===== src/rtl/window_edge_detector.sv =====
// rtl/window_edge_detector.sv - sliding-window sum with centre-sample edge detection
//
// Ports:
//   clk, reset        : clock and synchronous active-high reset
//   in_valid, in_data : sample input, accepted whenever in_valid is high (no backpressure)
//   line_start        : with in_valid, the accepted sample starts a new line
//   mode              : 0 = dark-centre detect, 1 = bright-centre detect
//   out_valid,out_data: sample shifted out of the window, one cycle after each accept
//   sum               : exact sum of all window entries
//   window_full       : DEPTH samples accepted since the last line start or reset
//   edge_pulse        : single-cycle edge indication, aligned with the updated sum
//   edge_col          : column of the centre sample at the last edge
//   edge_count        : edges detected in the current line
module window_edge_detector #(
    parameter int DATA_W = 3,
    parameter int DEPTH  = 11,
    parameter int THRESH = 3,
    parameter int COL_W  = 10,
    localparam int SUM_W = DATA_W + $clog2(DEPTH)
) (
    input  logic              clk,
    input  logic              reset,
    input  logic              in_valid,
    input  logic [DATA_W-1:0] in_data,
    input  logic              line_start,
    input  logic              mode,
    output logic              out_valid,
    output logic [DATA_W-1:0] out_data,
    output logic [SUM_W-1:0]  sum,
    output logic              window_full,
    output logic              edge_pulse,
    output logic [COL_W-1:0]  edge_col,
    output logic [COL_W-1:0]  edge_count
);

    localparam int                 CTR      = DEPTH / 2;
    localparam int                 FILL_W   = $clog2(DEPTH + 1);
    localparam logic [FILL_W-1:0]  FILL_MAX = FILL_W'(DEPTH);
    localparam logic [COL_W-1:0]   COL_MAX  = {COL_W{1'b1}};
    localparam logic [SUM_W-1:0]   THRESH_V = SUM_W'(THRESH);

    logic [DATA_W-1:0] win [DEPTH];
    logic [FILL_W-1:0] fill;
    logic [COL_W-1:0]  next_col;   // column the next accepted sample will take

    logic [COL_W-1:0]  cur_col;
    logic [SUM_W-1:0]  shift_sum;
    logic [FILL_W-1:0] fill_nx;
    logic [DATA_W-1:0] centre_nx;
    logic              full_nx;
    logic              edge_nx;

    assign window_full = (fill == FILL_MAX);

    always_comb begin
        cur_col   = line_start ? '0 : next_col;
        // Modular arithmetic in SUM_W bits is exact because the true sum always fits.
        shift_sum = sum + SUM_W'(in_data) - SUM_W'(win[0]);
        fill_nx   = line_start ? FILL_W'(1) : ((fill == FILL_MAX) ? fill : fill + 1'b1);
        full_nx   = (fill_nx == FILL_MAX);
        // After the shift, the centre entry is the one currently one place above it.
        centre_nx = win[CTR+1];
        edge_nx   = 1'b0;
        if (!line_start && full_nx) begin
            if (mode)
                edge_nx = (shift_sum <= THRESH_V) && (centre_nx != '0);
            else
                edge_nx = (shift_sum > THRESH_V) && (centre_nx == '0);
        end
    end

    always_ff @(posedge clk) begin
        if (reset) begin
            for (int i = 0; i < DEPTH; i++) win[i] <= '0;
            sum        <= '0;
            fill       <= '0;
            next_col   <= '0;
            out_data   <= '0;
            out_valid  <= 1'b0;
            edge_pulse <= 1'b0;
            edge_col   <= '0;
            edge_count <= '0;
        end else begin
            out_valid  <= in_valid;
            edge_pulse <= in_valid && edge_nx;
            if (in_valid) begin
                fill     <= fill_nx;
                next_col <= (cur_col == COL_MAX) ? cur_col : cur_col + 1'b1;
                if (line_start) begin
                    for (int i = 0; i < DEPTH - 1; i++) win[i] <= '0;
                    win[DEPTH-1] <= in_data;
                    sum          <= SUM_W'(in_data);
                    out_data     <= '0;
                    edge_count   <= '0;
                end else begin
                    for (int i = 0; i < DEPTH - 1; i++) win[i] <= win[i+1];
                    win[DEPTH-1] <= in_data;
                    sum          <= shift_sum;
                    out_data     <= win[0];
                    if (edge_nx) begin
                        edge_col <= cur_col - COL_W'(CTR);
                        if (edge_count != COL_MAX)
                            edge_count <= edge_count + 1'b1;
                    end
                end
            end
        end
    end

endmodule


===== config.mk =====
export PLATFORM = sky130hd
export DESIGN_NAME = window_edge_detector
export DESIGN_NICKNAME = d
export VERILOG_FILES = /design/src/rtl/window_edge_detector.sv
export SDC_FILE = /design/constraint.sdc
export NUM_CORES = 1
export LEC_CHECK = 0
export ABC_AREA = 1
export CORE_MARGIN = 2
export CORE_UTILIZATION = 30
export DETAILED_ROUTE_END_ITERATION = 8
export PLACE_DENSITY = 0.51
export SLEW_MARGIN = 30
export SYNTH_ARGS = -nofsm -noshare
export SYNTH_HDL_FRONTEND = slang
export SYNTH_SLANG_ARGS = --single-unit
export TNS_END_PERCENT = 100

===== constraint.sdc =====
create_clock -name clk -period 3.8 [get_ports clk]
set_input_delay 0.57 -clock clk [delete_from_list [all_inputs] [get_ports clk]]
set_output_delay 0.57 -clock clk [all_outputs]
set_load 0.02 [all_outputs]

==> out/qor.yml <==
fin_cells: 739
fmax_mhz: 296
syn-cell-area_um2: 4200
hpwl_mm: 6.81
r2r_end: "edge_col[7]$_SDFFE_PP0P_"
antenna_found_initial: 0
ctsLongestPathBuffers: 2
cellLeakagePower_nw: 1.98
fillers: 1479
crit_path_end: "edge_col[7]$_SDFFE_PP0P_"
yosys_warnings: 0
core_area_um2: 13800
synth_edf_count: 33
arrival_ns: 3.64
crit_path_end_kind: "flip-flop"
max_slew.worst_pin.slew_ns: 0.521
fin_util_pct: 36.9
cts.htree.levels: 3
hold_viol: 0
first_global_vias: 3250
wl_per_cell_um: 12.9
vias_per_cell: 4.49
setup_viol: 0
numPortBuffers: 40
dpl_worst_slack_ns: 0.0941
synth_area_leaders: "edfxtp_1, dfxtp_1, inv_1"
cp-startpoint: "in_data[1]"
cts_setup_buffers: 0
rsz0062_at_grt: "false"
yosysSeqAreaShare_pct: 45.5
yosys.area.top_type_share_pct: 23.6
syn_inst: 509
io_pins: 41
die_y_um: 122
slew_headroom_pct: 65.3
cts_tree: "done"
antennaDiodeCount: 0
hold_buffers: 0
placed_cells: 723
synthArstFlopShare_pct: 0
wl_mm: 9.51
drtPass1Iterations: 4
drt-initial-drc-count: 162
synth_top_cell_by_area: "edfxtp_1"
track_usage_pct: 13.7
fin_crit_ns: 3.38
worstPathMaxFanout: 11
post-route-period-util_pct: 88.9
multiInputGateArea_um2: 1840
routed-via-count: 3315
min_path_cells: 2
synth.distinct_cells: 39
ff2ff_setup_slack_ns: 0.78
syn_to_final_growth_pct: 21.1
hold_class: "flip-flop to flip-flop"
worstSetupPathType: "primary input to flip-flop"
drv_cap: 0
setup_slack_ns: 0.422
grt_pass1_wl_mm: 16.1
ir_drop_v: 0.000196
avgSynthCellArea_um2: 8.25
cts_resized: 0
fin_nets: 576
finClkSkew_ns: 0.0103
start_kind: "primary input"
grt_max_degree: 40
clkLatencyLatePin_ns: 0.34
seqCellArea_um2: 1910
synth.most_common_cell: "inv_1"
grt.overflow.total: 0
powerDensity_nw_per_um2: 399
slew_viol_final: 0
layout-drive-gt1-share_pct: 13.8
synth-seq-cells: 79
crit_required_ns: 4.06
rows: 43
finalSetupTns_ns: 0
cts-root-buf: "clkbuf_16"
ant_nets: 0
worst_r2r_path_depth: 20
ys.flop_type: "dfxtp_1"
synth_common_cells: "inv_1, nand2_1, nor2_1, dfxtp_1, edfxtp_1"
initial_core_util_pct: 30.5
status: "completed"
drc: 0
dieArea_um2: 15000
syn_nets: 531
r2r-start: "sum[0]$_SDFFE_PP0P_"
clk_pin_slew_ns: 0.06
die_x_um: 122
cts_buffers: 9
clock_sinks: 79
gp_congestion: 0.843
## critical path: stages
cell	delay, ns
clkdlybuf4s50_1	0.51
inv_1	0.09
fa_1	0.53
fa_1	0.48
inv_1	0.11
nand2_2	0.07
nand2_2	0.08
nand3_2	0.06
nand2_1	0.06
nand2_1	0.04
nand2_1	0.09
nand3_1	0.09
nand2_1	0.08
nand2_2	0.09
buf_4	0.18
nand2_1	0.27
nand2_1	0.09
a21oi_1	0.14
## where the power goes
| part | total, mW | leakage, nW | internal (mW) | switching, mW |
|---|---|---|---|---|
| combinational | 0.314 | 1.12 | 0.111 | 0.203 |
| sequential | 0.938 | 0.739 | 0.918 | 0.0194 |
| clock | 0.777 | 0.122 | 0.438 | 0.339 |
## cells by family after synthesis
family                     after synthesis  synth area share (%)
AOI/OAI and AO/OA                       67                  10.2
DFF                                     79                  45.5
and+or+nand+nor                        221                  25.4
adders and majority gates               14                  4.71
buffers and inverters                  111                  10.6
xor gates and xnor gates                17                  3.55
## per-layer routing
layer	GRT usage (%)	vias to the layer above	share of wire [%]
li1	-	1723	-
met1	18.9	1532	50
met2	21.7	55	46
met3	1.81	5	3.6
met4	5.60	0	0.78
met5	0	-	0
## how the worst min path moves through the flow
| stage | slack, ns | end | startpoint |
|---|---|---|---|
| 5_1_grt | 0.48 | edge_col[1]$_SDFFE_PP0P_ | edge_col[1]$_SDFFE_PP0P_ |
| 3_5_place_dp | 0.46 | edge_col[1]$_SDFFE_PP0P_ | edge_col[1]$_SDFFE_PP0P_ |
| 6_report | 0.47 | edge_col[1]$_SDFFE_PP0P_ | edge_col[1]$_SDFFE_PP0P_ |
| 3_3_place_gp | 0.46 | edge_col[1]$_SDFFE_PP0P_ | edge_col[1]$_SDFFE_PP0P_ |
| 4_1_cts | 0.47 | edge_col[1]$_SDFFE_PP0P_ | edge_col[1]$_SDFFE_PP0P_ |
| 2_1_floorplan | 0.46 | next_col[1]$_SDFFE_PP0P_ | next_col[1]$_SDFFE_PP0P_ |
## layout make-up
cell class	count	area share, %
flip-flops and latches	79	37.6
well taps	180	4.43
inverters	93	6.97
multi-input cells	319	36.2
clock inverters	6	0.739
clock buffers	10	4.51
repair buffers	52	9.55
## registers in the layout, indices dropped and copies added, names as in the netlist
name and cells:
edge_pulse 1, out_valid 1, out_data 3, win 33, next_col 10, edge_count 10
fill 4, sum 7, edge_col 10
## through the flow
| step | cell area (um2) | total power, mW | hold WS (ns) |
|---|---|---|---|
| 2_1_floorplan | 4200 | 1.18 | 0.459 |
| 3_3_place_gp | 4820 | 1.26 | 0.457 |
| 3_5_place_dp | 4820 | 1.27 | 0.455 |
| 4_1_cts | 5080 | 2.06 | 0.465 |
| 5_1_grt | 5080 | 2.13 | 0.477 |
| 6_report | 5080 | 2.03 | 0.465 |
## placed cells by master, fill, tap and decap left out, drive strengths merged, types with 4 or more instances in the layout
cell type	Yosys	layout
or2	4	4
nand2	89	89
inv	93	93
nand3	44	44
buf	11	13
nand4	6	6
clkdlybuf4s50	0	39
a31oi	5	5
a21oi	41	41
o21ai	9	9
edfxtp	33	33
clkbuf	7	10
nor3	7	7
dfxtp	46	46
xor2	16	16
nor2	67	67
ha	11	11
Power figures use the tool's default switching activity.
